===== src/rtl/zb_pkg.sv =====
// Shared definitions for the ID-stage zero-compare branch controller:
// FSM states, busA forwarding encodings and branch-type priority encoding.
package zb_pkg;

    typedef enum logic [1:0] {
        ST_IDLE    = 2'd0,
        ST_STALL   = 2'd1,
        ST_RESOLVE = 2'd2
    } state_e;

    localparam logic [1:0] FWD_RF    = 2'd0;
    localparam logic [1:0] FWD_EXMEM = 2'd1;
    localparam logic [1:0] FWD_MEMWB = 2'd2;

    typedef enum logic [2:0] {
        BR_NONE = 3'd0,
        BR_BGEZ = 3'd1,
        BR_BGTZ = 3'd2,
        BR_BLEZ = 3'd3,
        BR_BLTZ = 3'd4
    } br_type_e;

    // Several decoded type bits at once resolve as bgez > bgtz > blez > bltz.
    function automatic br_type_e br_type_enc(
        input logic bgez,
        input logic bgtz,
        input logic blez,
        input logic bltz
    );
        if (bgez)      return BR_BGEZ;
        else if (bgtz) return BR_BGTZ;
        else if (blez) return BR_BLEZ;
        else if (bltz) return BR_BLTZ;
        else           return BR_NONE;
    endfunction

endpackage


===== src/rtl/zb_hazard_detect.sv =====
// Combinational RAW-hazard classification of the branch source register
// against the EX and MEM stages: stall count and final busA select.
module zb_hazard_detect
    import zb_pkg::*;
(
    input  logic [4:0] rs,
    input  logic       ex_regwrite,
    input  logic       ex_memread,
    input  logic [4:0] ex_rd,
    input  logic       mem_regwrite,
    input  logic       mem_memread,
    input  logic [4:0] mem_rd,
    output logic [1:0] n_stall,
    output logic [1:0] sel
);

    logic ex_hit;
    logic mem_hit;

    // r0 is hard-wired zero, so it can never carry a hazard.
    assign ex_hit  = (rs != 5'd0) && ex_regwrite  && (ex_rd  == rs);
    assign mem_hit = (rs != 5'd0) && mem_regwrite && (mem_rd == rs);

    // NOTE: every output gets a default first so no path leaves it unassigned
    // and no latch is inferred.
    always_comb begin
        n_stall = 2'd0;
        sel     = FWD_RF;
        if (ex_hit) begin
            if (ex_memread) begin
                n_stall = 2'd2;
                sel     = FWD_MEMWB;
            end else begin
                n_stall = 2'd1;
                sel     = FWD_EXMEM;
            end
        end else if (mem_hit) begin
            if (mem_memread) begin
                n_stall = 2'd1;
                sel     = FWD_MEMWB;
            end else begin
                n_stall = 2'd0;
                sel     = FWD_EXMEM;
            end
        end
    end

endmodule


===== src/rtl/zero_branch_ctrl.sv =====
// Zero-compare branch sequencing: hazard stalls, busA forwarding, PC redirect.
// Optional saturating statistics counters with ZERO_BRANCH_STATS_EN.
module zero_branch_ctrl
    import zb_pkg::*;
#(
    parameter int CNT_W = 16
) (
    input  logic             clk,
    input  logic             rst,
    input  logic             id_valid,
    input  logic             id_bgez,
    input  logic             id_bgtz,
    input  logic             id_blez,
    input  logic             id_bltz,
    input  logic [4:0]       id_rs,
    input  logic             ex_regwrite,
    input  logic             ex_memread,
    input  logic [4:0]       ex_rd,
    input  logic             mem_regwrite,
    input  logic             mem_memread,
    input  logic [4:0]       mem_rd,
    input  logic             flush_in,
    input  logic             cond_met,
    output logic [1:0]       fwd_sel,
    output logic             stall,
    output logic             pc_src,
    output logic             flush_if,
`ifdef ZERO_BRANCH_STATS_EN
    output logic             br_busy,
    output logic [CNT_W-1:0] stat_br,
    output logic [CNT_W-1:0] stat_taken,
    output logic [CNT_W-1:0] stat_stall
`else
    output logic             br_busy
`endif
);

    if (CNT_W < 1) begin : g_cnt_w_check
        $error("zero_branch_ctrl: CNT_W must be at least 1");
    end

    state_e     state_q;
    state_e     state_d;
    logic [1:0] sel_q;
    logic       latch_sel;
    logic       decision;
    br_type_e   br_type;
    logic       br_req;
    logic [1:0] hz_n;
    logic [1:0] hz_sel;

    assign br_type = br_type_enc(id_bgez, id_bgtz, id_blez, id_bltz);
    assign br_req  = id_valid && (br_type != BR_NONE) && !flush_in;

    zb_hazard_detect u_hazard (
        .rs           (id_rs),
        .ex_regwrite  (ex_regwrite),
        .ex_memread   (ex_memread),
        .ex_rd        (ex_rd),
        .mem_regwrite (mem_regwrite),
        .mem_memread  (mem_memread),
        .mem_rd       (mem_rd),
        .n_stall      (hz_n),
        .sel          (hz_sel)
    );

    // NOTE: state is updated with non-blocking assignments so every register
    // samples the pre-edge values regardless of process ordering.
    always_ff @(posedge clk) begin
        if (rst) begin
            state_q <= ST_IDLE;
            sel_q   <= FWD_RF;
        end else begin
            state_q <= state_d;
            if (latch_sel) begin
                sel_q <= hz_sel;
            end
        end
    end

    // Hazard inputs are only consulted in IDLE; later cycles run from sel_q.
    always_comb begin
        state_d   = state_q;
        fwd_sel   = FWD_RF;
        stall     = 1'b0;
        pc_src    = 1'b0;
        flush_if  = 1'b0;
        latch_sel = 1'b0;
        decision  = 1'b0;
        case (state_q)
            ST_IDLE: begin
                if (br_req) begin
                    if (hz_n == 2'd0) begin
                        fwd_sel  = hz_sel;
                        pc_src   = cond_met;
                        flush_if = cond_met;
                        decision = 1'b1;
                    end else begin
                        stall     = 1'b1;
                        latch_sel = 1'b1;
                        state_d   = (hz_n == 2'd2) ? ST_STALL : ST_RESOLVE;
                    end
                end
            end
            ST_STALL: begin
                fwd_sel = sel_q;
                if (flush_in) begin
                    state_d = ST_IDLE;
                end else begin
                    stall   = 1'b1;
                    state_d = ST_RESOLVE;
                end
            end
            ST_RESOLVE: begin
                fwd_sel = sel_q;
                state_d = ST_IDLE;
                if (!flush_in) begin
                    pc_src   = cond_met;
                    flush_if = cond_met;
                    decision = 1'b1;
                end
            end
            default: begin
                state_d = ST_IDLE;
            end
        endcase
    end

    assign br_busy = (state_q != ST_IDLE);

`ifdef ZERO_BRANCH_STATS_EN
    localparam logic [CNT_W-1:0] CNT_MAX = '1;

    always_ff @(posedge clk) begin
        if (rst) begin
            stat_br    <= '0;
            stat_taken <= '0;
            stat_stall <= '0;
        end else if (!flush_in) begin
            if (decision && (stat_br != CNT_MAX)) begin
                stat_br <= stat_br + 1'b1;
            end
            if (decision && cond_met && (stat_taken != CNT_MAX)) begin
                stat_taken <= stat_taken + 1'b1;
            end
            if (stall && (stat_stall != CNT_MAX)) begin
                stat_stall <= stat_stall + 1'b1;
            end
        end
    end
`else
    logic unused_decision;
    assign unused_decision = decision;
`endif

endmodule


===== config.mk =====
export PLATFORM = sky130hd
export DESIGN_NAME = zero_branch_ctrl
export DESIGN_NICKNAME = d
export VERILOG_FILES = /design/src/rtl/zb_pkg.sv /design/src/rtl/zb_hazard_detect.sv /design/src/rtl/zero_branch_ctrl.sv
export SDC_FILE = /design/constraint.sdc
export NUM_CORES = 1
export LEC_CHECK = 0
export CORE_AREA = 8 8 45 47
export CTS_BUF_LIST = sky130_fd_sc_hd__clkbuf_2 sky130_fd_sc_hd__clkbuf_4 sky130_fd_sc_hd__clkbuf_8
export DETAILED_ROUTE_END_ITERATION = 7
export DIE_AREA = 0 0 53 55
export PLACE_DENSITY = 0.81
export SLEW_MARGIN = 20
export SYNTH_ARGS = -nofsm -noshare
export SYNTH_HDL_FRONTEND = slang
export SYNTH_SLANG_ARGS = --single-unit

===== constraint.sdc =====
create_clock -name clk -period 4.4 [get_ports clk]
set_clock_uncertainty 0.15 [all_clocks]
set_input_delay 0.88 -clock clk [delete_from_list [all_inputs] [get_ports clk]]
set_output_delay 0.88 -clock clk [all_outputs]
set_load 0.02 [all_outputs]

==> results.py, run 1 <==
metrics = {
    "status": {
        "outcome": "finished clean",
    },
    "worst_setup_path": {
        "regToRegEndpoint": "sel_q[1]",
        "required_ns": 3.37,
        "path_delay_family": "buffers and inverters",
        "path_max_fanout": 3,
        "crit_path_cell_trace": "clkdlybuf4s50_1, buf_4, xor2_1, nor4_1, nor3b_2, o21bai_1, nand2_1, clkdlybuf4s50_1",
        "r2r-start": "state_q[0]",
        "end_kind": "output pin",
        "slowest_delay_ns": 0.62,
        "crit_top_cell": "clkdlybuf4s50_1",
        "start_kind": "input pin",
        "worstPathArrival_ns": 3.13,
        "r2r_slack_ns": 2.82,
        "cp.buffers_inverters": 3,
        "critical_path_class": "input pin to output pin",
        "r2r.worst_path.cells": 6,
        "cp_slowest_cell": "clkdlybuf4s50_1",
    },
    "finish": {
        "layout-drive-gt1-share": 0.131,
        "diodes": 0,
        "area_growth_pct": 94.2,
        "final_nets": 133,
    },
    "logic_synthesis": {
        "ys_ff_latch": 4,
        "syn_avg_cell_area_um2": 8.01,
        "post_synth_inst_count": 57,
        "yosysTopAreaCellShare": 0.175,
        "syn_area_um2": 457,
        "synth_cell_types": 27,
        "synth_area_leader_cell": "dfxtp_1",
        "yosysWarnings": 0,
        "mappedNetlistNets": 89,
        "synthTopCellsByArea": "dfxtp_1 (18%), xor2_1 (12%), ha_1 (11%)",
        "ys_seq_area_frac": 0.175,
    },
    "power_and_ir_drop": {
        "internal_power_uw": 110,
        "p_comb_frac": 0.452,
        "irDropWorstVdd_uv": 124,
        "switching_power_uw": 39.3,
        "clockPowerShare": 0.283,
        "swShare": 0.264,
        "pwr_density_cell_nw_per_um2": 168,
        "power_leakage_uw": 0.000406,
        "p_seq_frac": 0.265,
    },
    "drt": {
        "routed_wl_mm": 1.61,
        "drc": 0,
        "viasPerCell": 4.87,
        "post_drt_wl_per_cell_um": 14.0,
        "drt_iter0_drc": 17,
        "drtPass1Iterations": 4,
        "vias": 560,
        "postRouteAntennaNets": 0,
    },
    "hold_path": {
        "hold_depth": 2,
        "holdCritStartpoint": "sel_q[1]",
        "holdPathEnd": "sel_q[1]",
        "min_path_type": "flop to flop",
    },
    "floorplanning": {
        "boundaryPins": 34,
        "row_count": 14,
        "die_h_um": 55,
        "core_um2": 1380,
        "die_x_um": 53,
        "initial_core_util": 0.330,
        "die_area_um2": 2920,
    },
    "timing": {
        "hold_slack_ns": 0.339,
        "setup_viol": 0,
        "hold_violations": 0,
        "timing.final.crit_share": 0.945,
        "slew_headroom": 0.687,
        "rsz0062_at_grt": "no",
        "fmax_ghz": 0.241,
        "worst_pin_slew_ns": 0.469,
        "min_period_ns": 4.16,
        "finalMaxSlewViolations": 0,
        "setup_tns_ns": 0,
    },
    "cts": {
        "clock-sinks": 4,
        "htreeDepth": 1,
        "cts_inserted_buffers": 3,
        "root_buffer": "clkbuf_4",
        "cts_tree": "yes",
        "clk_pin_slew_worst_paths_ns": 0.03,
        "clockBufferDepth": 2,
        "cts.hold.buffers_added": 0,
        "clk_latency_ns": 0.22,
    },
    "global_routing": {
        "grt_max_degree": 8,
        "grt_first_pass_wirelength_mm": 2.64,
        "antenna_found_initial": 0,
        "grt_pass1_vias": 595,
        "gr-usage-all-layers": 0.116,
        "grt_overflow": 0,
    },
    "placed_design": {
        "place_congestion": 0.782,
        "dp_hpwl_mm": 1.44,
        "port_buffers": 33,
    },
    "job": {
        "drv_cap": 0,
    },
}
## cell families after synthesis
kind of cell	count (synthesis)	share of synthesized area
flops	4	0.175
compound gates	9	0.156
simple gates	23	0.301
xor+xnor	10	0.192
buf+inv	7	0.0658
fa+ha+maj	4	0.110
## layout by cell type (no fill, tap or decap), drive strengths merged
| cell type | synthesis | final |
|---|---|---|
| nand3 | 1 | 1 |
| buf | 1 | 7 |
| clkbuf | 0 | 3 |
| dfxtp | 4 | 4 |
| nor4 | 3 | 3 |
| ha | 4 | 4 |
| o21a | 1 | 1 |
| or4 | 2 | 2 |
| o311a | 1 | 1 |
| nor3 | 1 | 1 |
| o41ai | 1 | 1 |
| xor2 | 6 | 6 |
| o32ai | 1 | 1 |
| inv | 6 | 6 |
| a32o | 1 | 1 |
| xnor2 | 4 | 4 |
| nor2 | 4 | 4 |
| a221oi | 1 | 1 |
| nand4 | 3 | 3 |
| a21oi | 2 | 2 |
| and2 | 1 | 1 |
| nand2b | 1 | 1 |
| dlymetal6s2s | 0 | 3 |
| o21bai | 1 | 1 |
| clkdlybuf4s50 | 0 | 30 |
| nand4b | 1 | 1 |
| nand2 | 4 | 4 |
| nor3b | 2 | 2 |
## flip-flops by register name (all words and copies together), names as in the netlist
name and count:
sel_q 2, state_q 2
## worst max path at each step
stage | from | end | slack (ns) | cells past startpoint
floorplan | id_rs[0] | fwd_sel[0] | 0.89 | 5
global placement | id_rs[0] | fwd_sel[0] | 0.07 | 7
detailed placement | id_rs[0] | fwd_sel[0] | 0.05 | 7
CTS | id_rs[0] | fwd_sel[0] | 0.03 | 7
global route | id_rs[1] | stall | 0.08 | 8
finish | id_rs[1] | stall | 0.24 | 8
## cell usage after synthesis, drive strengths merged
cell and instances:
o311a 1, or4 2, o41ai 1, xnor2 4
and2 1, a221oi 1, nand2 4, a32o 1
nand4b 1, nor2 4, inv 6, xor2 6
o21bai 1, ha 4, nor3b 2, dfxtp 4
nand4 3, o21a 1, nor4 3, nor3 1
nand2b 1, a21oi 2, o32ai 1, nand3 1
buf 1
## worst min-delay path, stage by stage, from the launching register on
cell,delay (ns)
dfxtp_1,0.30
inv_1,0.05
a221oi_1,0.07
## power groups by stage
stage	clock [uW]	sequential (uW)	combinational [uW]
2_1_floorplan	0	39.7	26.2
3_3_place_gp	0	40.0	66.4
3_5_place_dp	0	40.1	67.3
4_1_cts	45.0	39.6	67.7
5_1_grt	45.9	39.7	73.8
6_report	42.1	39.5	67.3
## per-layer routing
metal / routed length (um) / vias to the layer above / track usage / share of wire
met5: 0 / - / 0 / 0
met2: 804 / 18 / 0.215 / 0.50
li1: - / 294 / - / -
met4: 0 / 0 / 0.0388 / 0
met3: 125 / 0 / 0.0214 / 0.077
met1: 684 / 248 / 0.129 / 0.42
## area by class of cell
class / count / area [um2]
Timing Repair Buffer: 40 / 390
Inverter: 6 / 22.5
Fill cell: 117 / 497
Clock buffer: 3 / 22.5
Multi-Input combinational cell: 46 / 352
Tap cell: 16 / 20.0
Sequential cell: 4 / 80.1
## metrics by stage
stage | area (um2) | util | total power [uW] | std cells | setup slack [ns]
3_3_place_gp | 852 | 0.616 | 106 | 112 | 0.0717
5_1_grt | 887 | 0.641 | 159 | 115 | 0.0795
6_report | 887 | 0.641 | 149 | 115 | 0.243
4_1_cts | 875 | 0.632 | 152 | 115 | 0.0280
3_5_place_dp | 852 | 0.616 | 107 | 112 | 0.0518
2_1_floorplan | 457 | - | 65.9 | 57 | 0.893
## repair_timing
item / CTS / global route
gates resized for setup: 0 / 4
buffers inserted: 0 / 0
endpoints found under the setup margin: 0 / 4
No activity file was read; power rests on OpenSTA's default activity.
==> run 2: changes to the inputs <==
- CTS_BUF_LIST: sky130_fd_sc_hd__clkbuf_2 sky130_fd_sc_hd__clkbuf_4 sky130_fd_sc_hd__clkbuf_8 -> sky130_fd_sc_hd__clkbuf_4 sky130_fd_sc_hd__clkbuf_8
- SLEW_MARGIN: 20 -> unset
==> results of run 2 <==
No change in the layout: final DEF, timing and power equal those of run 1.
==> run 3: changes to the inputs <==
- CAP_MARGIN: unset -> 20
==> results of run 3 <==
No change in the layout: final DEF, timing and power equal those of run 1.
